**src/rtl/sort_out_serializer.sv**
```systemverilog
// Streams one sorted frame from the merge network out as single keys, lowest index first.
//
// Ports:
//   clk, rst           clock and synchronous active-high reset
//   in_valid/in_ready  frame handshake; in_ready is high only while idle
//   in_data            2*n keys, key k at bits [(k+1)*WIDTH-1 : k*WIDTH]
//   in_count           number of meaningful keys from key 0 (values above 2*n clamp to 2*n)
//   out_valid/out_ready per-key handshake
//   out_data           current key
//   out_index          position of the current key within the frame
//   out_last           current key is the final one of the frame
module sort_out_serializer #(
    parameter int unsigned WIDTH = 3,
    parameter int unsigned n     = 64,
    localparam int unsigned DEPTH = 2 * n,
    localparam int unsigned CW    = $clog2(DEPTH) + 1,
    localparam int unsigned IW    = $clog2(DEPTH)
) (
    input  logic                   clk,
    input  logic                   rst,
    input  logic                   in_valid,
    output logic                   in_ready,
    input  logic [DEPTH*WIDTH-1:0] in_data,
    input  logic [CW-1:0]          in_count,
    output logic                   out_valid,
    input  logic                   out_ready,
    output logic [WIDTH-1:0]       out_data,
    output logic [IW-1:0]          out_index,
    output logic                   out_last
);

    typedef enum logic {
        IDLE   = 1'b0,
        STREAM = 1'b1
    } state_e;

    state_e                 state_q, state_d;
    logic [DEPTH*WIDTH-1:0] frame_q, frame_d;
    logic [IW-1:0]          idx_q, idx_d, idx_inc;
    logic [CW-1:0]          len_q, len_d, len_clamp;
    logic                   in_ready_q, in_ready_d;
    logic                   out_valid_q, out_valid_d;
    logic                   out_last_q, out_last_d;
    logic [WIDTH-1:0]       out_data_q, out_data_d;
    logic [WIDTH-1:0]       key [DEPTH];

    // Unpacked view of the stored frame so the current key is a plain array lookup.
    for (genvar k = 0; k < DEPTH; k++) begin : g_key
        assign key[k] = frame_q[k*WIDTH +: WIDTH];
    end

    assign len_clamp = (in_count > CW'(DEPTH)) ? CW'(DEPTH) : in_count;
    assign idx_inc   = idx_q + IW'(1);

    // Next-state and registered-output logic.
    always_comb begin
        state_d     = state_q;
        frame_d     = frame_q;
        idx_d       = idx_q;
        len_d       = len_q;
        out_valid_d = out_valid_q;
        out_last_d  = out_last_q;
        out_data_d  = out_data_q;

        unique case (state_q)
            IDLE: begin
                // A zero-length frame is consumed without producing any beat.
                if (in_valid && in_ready_q && (in_count != '0)) begin
                    state_d     = STREAM;
                    frame_d     = in_data;
                    len_d       = len_clamp;
                    idx_d       = '0;
                    out_valid_d = 1'b1;
                    out_data_d  = in_data[WIDTH-1:0];
                    out_last_d  = (len_clamp == CW'(1));
                end
            end
            STREAM: begin
                if (out_ready) begin
                    if (out_last_q) begin
                        state_d     = IDLE;
                        idx_d       = '0;
                        out_valid_d = 1'b0;
                        out_last_d  = 1'b0;
                    end else begin
                        idx_d      = idx_inc;
                        out_data_d = key[idx_inc];
                        out_last_d = (CW'(idx_inc) == (len_q - CW'(1)));
                    end
                end
            end
            default: state_d = IDLE;
        endcase

        in_ready_d = (state_d == IDLE);
    end

    // Control and output registers.
    always_ff @(posedge clk) begin
        if (rst) begin
            state_q     <= IDLE;
            idx_q       <= '0;
            len_q       <= '0;
            in_ready_q  <= 1'b0;
            out_valid_q <= 1'b0;
            out_last_q  <= 1'b0;
            out_data_q  <= '0;
        end else begin
            state_q     <= state_d;
            idx_q       <= idx_d;
            len_q       <= len_d;
            in_ready_q  <= in_ready_d;
            out_valid_q <= out_valid_d;
            out_last_q  <= out_last_d;
            out_data_q  <= out_data_d;
        end
    end

    // Frame storage needs no reset: it is only read while a captured frame is streaming.
    always_ff @(posedge clk) begin
        frame_q <= frame_d;
    end

    assign in_ready  = in_ready_q;
    assign out_valid = out_valid_q;
    assign out_data  = out_data_q;
    assign out_index = idx_q;
    assign out_last  = out_last_q;

endmodule

```
**config.mk**
```make
export PLATFORM = sky130hd
export DESIGN_NAME = sort_out_serializer
export DESIGN_NICKNAME = d
export VERILOG_FILES = /design/src/rtl/sort_out_serializer.sv
export SDC_FILE = /design/constraint.sdc
export NUM_CORES = 1
export LEC_CHECK = 0
export CAP_MARGIN = 20
export CORE_MARGIN = 4
export CORE_UTILIZATION = 50
export DETAILED_ROUTE_END_ITERATION = 8
export GPL_TIMING_DRIVEN = 1
export PLACE_DENSITY = 0.77
export SETUP_SLACK_MARGIN = 0.2
export SYNTH_ARGS = -nofsm -noshare
export SYNTH_HDL_FRONTEND = slang
export SYNTH_SLANG_ARGS = --single-unit
```
**constraint.sdc**
```tcl
create_clock -name clk -period 30.6 [get_ports clk]
set_input_delay 6.12 -clock clk [delete_from_list [all_inputs] [get_ports clk]]
set_output_delay 6.12 -clock clk [all_outputs]
set_load 0.03 [all_outputs]
```
* Yosys cells after proc, flatten, opt, wreduce, memory -nomap -nowiden
Cells that the tools add are included.
Word-level totals: bits of input ports 396, output and inout port bits 13, flip-flop bits (word level) 406
Cells by class: $lt $le $gt $ge 2, equal/unequal tests 6, reduce and logical (&&, ||, !) cells 7, add/sub/neg operators 2, bitwise operators 3, multiplexer cells 24
Operator list (count):
- $bmux W3 S7 | 1
- $mux W7 | 3
- $mux W3 | 5
- $pmux W7 S2 | 1
- $mux W1 | 9
- $eq A7 B8 Y1 | 1
- $eq A8 B1 Y1 const B | 1
- $ge A8 B8 Y1 const B | 1
- $gt A8 B8 Y1 const B | 1
- $mux W8 | 1
- $not A7 Y8 | 1
- $reduce_bool A8 Y1 | 1
- $sub A8 B1 Y8 const B | 1
- $add A7 B1 Y7 const B | 1
- $ne A2 B2 Y1 const B | 3
- $pmux W1 S2 | 3
- $pmux W3 S2 | 1
- $reduce_and A3 Y1 | 2
- $reduce_and A2 Y1 | 2
- $logic_and A1 B1 Y1 | 2
- $ne A2 B1 Y1 const B | 1
- $not A1 Y1 | 2

* Logic depth before layout (Yosys ltp)
word-level depth 8, mapped depth 11

* Worst setup path before layout
OpenSTA, ideal clock, no wires.
path kind input port to flip-flop, start point in in_count[6], end point reg out_data_q[1], in the netlist out_data[1], arrival time 17.978 ns, data required time 30.487 ns, stages on the path 8, path slack 12.510 ns, cell sequence nor4_1 nand2_1 o311a_1 nand2b_1 inv_1 buf_1 a21oi_1 o22ai_1
Between the ends: word-level cells in the longest chain between the ends 4
RTL lines:
- from (decl) | RTL line 24 | input logic [CW-1:0] in_count,
- $reduce_bool A8 Y1 | RTL line 68 | if (in_valid && in_ready_q && (in_count != '0)) begin
- $logic_and A1 B1 Y1 | RTL line 68
- $ne A2 B2 Y1 (no line)
- $reduce_and A3 Y1 (no line)
- to (signal assigned) | RTL line 115 | out_data_q <= out_data_d;
- to (decl) | RTL line 44 | logic [WIDTH-1:0] out_data_q, out_data_d;
Every way passes these cells. A chain may end at the register's enable or synchronous reset.

* Final worst setup path
start point in in_count[7], end point reg frame_q[294], enable pin
Between the ends: word-level cells in the longest chain between the ends 3
RTL lines:
- $reduce_bool A8 Y1 | RTL line 68
- $logic_and A1 B1 Y1 | RTL line 68
- $reduce_and A2 Y1 (no line)
- to (signal assigned) | RTL line 121 | frame_q <= frame_d;
- to (decl) | RTL line 38 | logic [DEPTH*WIDTH-1:0] frame_q, frame_d;
Every way passes these cells.

==> metrics.txt <==
FMAX=0.106 GHz; clock latency on the worst-skew pair=0.54 ns; sequential-to-total area share from yosys stat=74.2%; CP startpoint kind=primary input; WHS Endpoint=out_valid$_SDFFE_PP0P_; Die H=188 microns; fill count=2,051; vias in the first global route=9,990; pwr dens=57.8 nW/um^2; starting density of the core=50.9%; initial antenna violation count=4; WHS=0.482 ns; final setup vio count=0; first-pass GRT wire length=59.9 mm; Net Sw Frac=20.1%; Synth area leader=edfxtp_1; Reg-to-Reg End=out_data[2]$_SDFFE_PP0P_; clock slew at reported path FFs=0.06 ns; CTS hold repair buffers=0; Clock Sinks=406; FP Rows=65; DRC Markers=0; average size of a mapped cell=19.9 sq um; Placer Congestion=0.862; DR vias=9,335; Worst Tran Pin Value=1.06 ns; WL final=40.9 mm; hold path cells=2; Max-Cap Viols=0; internal power=0.00102 W; predominant post-synthesis flop cell=edfxtp_1; Port Buffer Count=408; Iter 0 DRT Violations=709; fin nets=1,630; most used routing layer=met2; CTS Buffer Depth=3; Peak VDD IR=51.0 uV; Worst Clk Skew=0.0310 ns; root buf cell=clkbuf_16; DR WL/cell=24.5 microns; # IOs=409; Die Wd=188 microns; reg2reg start=out_index[0]$_SDFFE_PP0P_; fin crit share=30.8%; core area=31,700 sq um; Sw Pwr=0.000256 W; Distinct cells, synth=48; largest net degree at the start of global routing=127; R2R Setup Slk=25.91 ns; top-count cell post-synth=edfxtp_1; met1 usage=29.6%; Post-synth EDFFs=384; total gr overflow=0; Pleak=7.08 nW; CTS tree=yes; post-cts sizing count=0; crit path kind=in -> reg; met2 global-route usage=38.5%; full die area=35,200 sq um; share of layout cells above drive strength 1=13.4%; area added between synthesis and finish=36.4%; Arr. time, crit path=9.61 ns; Worst path slowest cell=inv_8; combinational power share=8.9%; status=complete, no violations; Yosys Warn Count=0; synthesized flop and latch total=406; Final Hold Fails=0; M3 GR Usage=5.75%; R2R depth=8; Clock Power Share=40.1%; postcts setup bufs=0; Slew Viols, Final=0; CP max stage delay=0.75 ns; largest cells by area after synthesis=edfxtp_1 (71%), mux4_2 (12%), mux2i_1 (3.0%); Crit path required time=30.79 ns; nature of the critical path endpoint=register; final HPWL from detailed placement=29.6 mm; commonest cells in the netlist=edfxtp_1 (384), mux4_2 (87), mux2i_1 (48); Flop pwr share=51.0%; Post-DRT Antenna Nets=0; setup tns final=0 ns; Max FO, Critical Path=126; Syn Inst Count=811; min-delay src=out_valid$_SDFFE_PP0P_; Tot Pwr=0.00127 W; CTS HTree Levels=2; gr usage total=22.7%; min Tclk post-route=9.42 ns; syn nets=1,209; Post-synth ARST share=0%; hold crit path type=reg -> reg; DR pass1 iterations=5; Yosys top cell area share=71.5%; CTS buffer count=43; Synth Cell Area=16,100 sq um; CP cell instances=clkdlybuf4s50_1 -> o311a_1 -> nand2b_1 -> inv_8 -> buf_4 -> buf_16 -> buf_4 -> buf_16; DR vias/cell=5.60; relative max-transition margin=29.5%; RSZ-0062 raised after global routing=false
-- layout make-up --
| class | count | area [sq um] | area share, % |
|---|---|---|---|
| sequential | 406 | 12000 | 54.4 |
| timing repair buffer | 419 | 4210 | 19.1 |
| multi-input combinational | 357 | 3890 | 17.7 |
| clock buffer | 55 | 1180 | 5.37 |
| tap | 402 | 503 | 2.29 |
| clock inverter | 19 | 211 | 0.961 |
| inverter | 5 | 26.3 | 0.119 |
| antenna | 4 | 10.0 | 0.0455 |
-- kinds of logic after synthesis --
| family | after synthesis | synth area share [%] |
|---|---|---|
| AO/OA/AOI/OAI | 70 | 2.89 |
| XOR/XNOR | 21 | 1.30 |
| adder cells (fa/ha/maj) | 2 | 0.155 |
| buffers and inverters | 48 | 1.81 |
| flip-flops | 406 | 74.2 |
| multiplexers | 138 | 15.6 |
| AND/OR/NAND/NOR | 126 | 4.02 |
-- routing by layer --
| metal | vias up | part of all wire [%] | wire length (microns) |
|---|---|---|---|
| li1 | 4179 | - | - |
| met1 | 4673 | 38 | 15500 |
| met2 | 427 | 51 | 20900 |
| met3 | 54 | 8.9 | 3630 |
| met4 | 2 | 2.0 | 803 |
| met5 | - | 0.032 | 13 |
-- metrics by stage --
stage	std cells	area [sq um]	worst slack, ns	util (%)
floorplan	811	16100	12.51	-
global placement	1586	20500	20.16	64.7
detailed placement	1586	20500	19.96	64.7
CTS	1660	21900	20.51	69.1
global route	1666	22000	20.95	69.4
finish	1667	22000	21.18	69.4
-- power groups by stage --
stage	clock network, W	registers (W)	logic [W]
4_1_cts	0.000520	0.000649	0.000114
2_1_floorplan	0	0.000672	0.0000446
6_report	0.000510	0.000648	0.000114
5_1_grt	0.000544	0.000650	0.000121
3_3_place_gp	0	0.000658	0.000111
3_5_place_dp	0	0.000660	0.000113
-- flip-flops by register name, summed over array words and instances, names as in the netlist --
signal	count
len_q	8
in_ready	1
out_last	1
out_index	7
frame_q	384
state_q	1
out_valid	1
out_data	3
-- worst max path at each step --
stage / endpoint / slack [ns] / from
after detailed placement: frame_q[151]$_DFFE_PP_ / 19.96 / in_count[7]
after CTS: frame_q[154]$_DFFE_PP_ / 20.51 / in_count[7]
after global routing: frame_q[48]$_DFFE_PP_ / 20.95 / in_count[7]
after floorplan: out_data[1]$_SDFFE_PP0P_ / 12.51 / in_count[6]
final: frame_q[294]$_DFFE_PP_ / 21.18 / in_count[7]
after global placement: frame_q[306]$_DFFE_PP_ / 20.16 / in_count[7]
-- placed cells by master (no fill, tap or decap), drive strengths merged, types with 20 or more instances in the layout --
cell,count
mux4,90
nand2,29
edfxtp,384
dfxtp,22
clkdlybuf4s50,408
mux2i,48
nor2,32
a21oi,20
clkbuf,55
-- worst max-delay path, delay by kind of cell --
kind | cells | cell delay (ns)
buf+inv | 6 | 2.74
simple gates | 1 | 0.39
compound gates | 1 | 0.23
(Power assumes the default switching activity.)
==> RTL edit (same settings) <==
Set the parameter `WIDTH` to 6 (it was 3).
--- a/src/rtl/sort_out_serializer.sv
+++ b/src/rtl/sort_out_serializer.sv
@@ -10,7 +10,7 @@
 //   out_index          position of the current key within the frame
 //   out_last           current key is the final one of the frame
 module sort_out_serializer #(
-    parameter int unsigned WIDTH = 3,
+    parameter int unsigned WIDTH = 6,
     parameter int unsigned n     = 64,
     localparam int unsigned DEPTH = 2 * n,
     localparam int unsigned CW    = $clog2(DEPTH) + 1,
Interface: changed (resized in_data and out_data); port bits go from 409 to 796. The function was not compared with the original's and may differ.
==> RTL edit against the original RTL <==
Routed wire length up 140%; worst hold slack better by 0.045 ns; count of clock-buffer cells in the layout up 51; combinational power up 95%; critical path type unchanged; power up 93%; via count up 100%; highest routed layer unchanged; worst setup slack worse by 2.3 ns; synthesized area up 93%; design area up 93%; sequential cell count up 387; die area up 88%.
==> RTL edit: results (changes against the original RTL) <==
metric	value	unit	change
outcome	finished clean		unchanged
reg2reg path depth	9		was 8
Clock Sink Count	793		was 406
First-pass DRT Iterations	6		was 5
CTS HTree Levels	3		was 2
initial antenna violation count	36		was 4
multi-input logic cell count	637		was 357
CP Max Fanout	143		was 126
global placement routability congestion	0.909		was 0.862
Layout Skew	0.0292	ns	was 0.0310 ns
Placement Setup Slack	18.11	ns	was 19.96 ns
EDFF count, synth	768		was 384
GRT Util Overall	29.0	%	was 22.7%
later-pin clock latency in the skew report	0.62	ns	was 0.54 ns
max_slew headroom	26.8	%	was 29.5%
clk cell area share	6.03	%	was 6.33%
buffering overhead	19.3	%	was 19.1%
Layout Nets	3119		was 1630
WHS Endpoint	len_q[7]$_SDFFE_PP0P_		was out_valid$_SDFFE_PP0P_
Port Buffers	795		was 408
ant diodes	34		was 4
clkbuf count	106		was 55
sequential cell area share	55.4	%	was 54.4%
slowest CP cell	buf_4		was inv_8
share of the synthesized area in the top cell type	74.2	%	was 71.5%
peak supply drop	0.0000484	V	was 0.0000510 V
Commonest cells post-synth	768 x edfxtp_1, 192 x mux4_2, 166 x nand2_1, 34 x buf_2, 29 x mux2i_1		was 384 x edfxtp_1, 87 x mux4_2, 48 x mux2i_1, 32 x nor2_1, 29 x nand2_1
HPWL Detailed	72900	um	was 29600 um
max reg flops	768		was 384
top post-synthesis cells by area	edfxtp_1 74%, mux4_2 14%, nand2_1 2.0%, dfxtp_1 1.6%, mux2i_1 0.93%		was edfxtp_1 71%, mux4_2 12%, mux2i_1 3.0%, dfxtp_1 2.7%, xnor2_1 0.76%
worst reg2reg setup slack	24.77	ns	was 25.91 ns
==> RTL edit: routing by layer <==
layer,vias to the layer above,track usage [%],wire length (um)
met5,-,0,78
met4,12,11.0,3600
met3,179,8.15,9650
met2,1082,49.5,50800
met1,9542,35.6,34600
li1,7923,-,-
==> RTL edit: metrics by stage <==
step | cells | hold slack (ns) | cell area [um^2] | total power [mW]
2_1_floorplan | 1518 | 0.448 | 31100 | 1.43
3_3_place_gp | 3088 | 0.472 | 39800 | 1.50
3_5_place_dp | 3088 | 0.485 | 39800 | 1.51
4_1_cts | 3232 | 0.502 | 42300 | 2.46
5_1_grt | 3264 | 0.546 | 42500 | 2.53
6_report | 3269 | 0.527 | 42500 | 2.45
==> RTL edit: worst max-delay path by stage <==
stage / from / end / slack [ns] / cells after the start
3_5_place_dp: in_count[7] / frame_q[665]$_DFFE_PP_ / 18.11 / 9
2_1_floorplan: in_count[1] / frame_q[0]$_DFFE_PP_ / 1.71 / 5
5_1_grt: in_count[7] / frame_q[665]$_DFFE_PP_ / 18.50 / 10
4_1_cts: in_count[7] / frame_q[394]$_DFFE_PP_ / 18.76 / 9
3_3_place_gp: in_count[7] / frame_q[484]$_DFFE_PP_ / 18.49 / 9
6_report: in_count[7] / frame_q[442]$_DFFE_PP_ / 18.90 / 10
==> RTL edit: report_power, final <==
group          switching, mW  internal (mW)  total, mW
clock network          0.408          0.553      0.961
logic                 0.0885          0.134      0.222
registers             0.0157           1.25       1.27
total                  0.512           1.94       2.45
==> RTL edit: cell families after synthesis <==
family          after synthesis  share of synthesized area (%)
compound gates              112                           2.65
xor+xnor                     18                          0.556
buf+inv                      88                           1.81
fa+ha+maj                     2                         0.0805
flops                       793                           75.8
mux                         223                           14.9
simple gates                282                           4.18
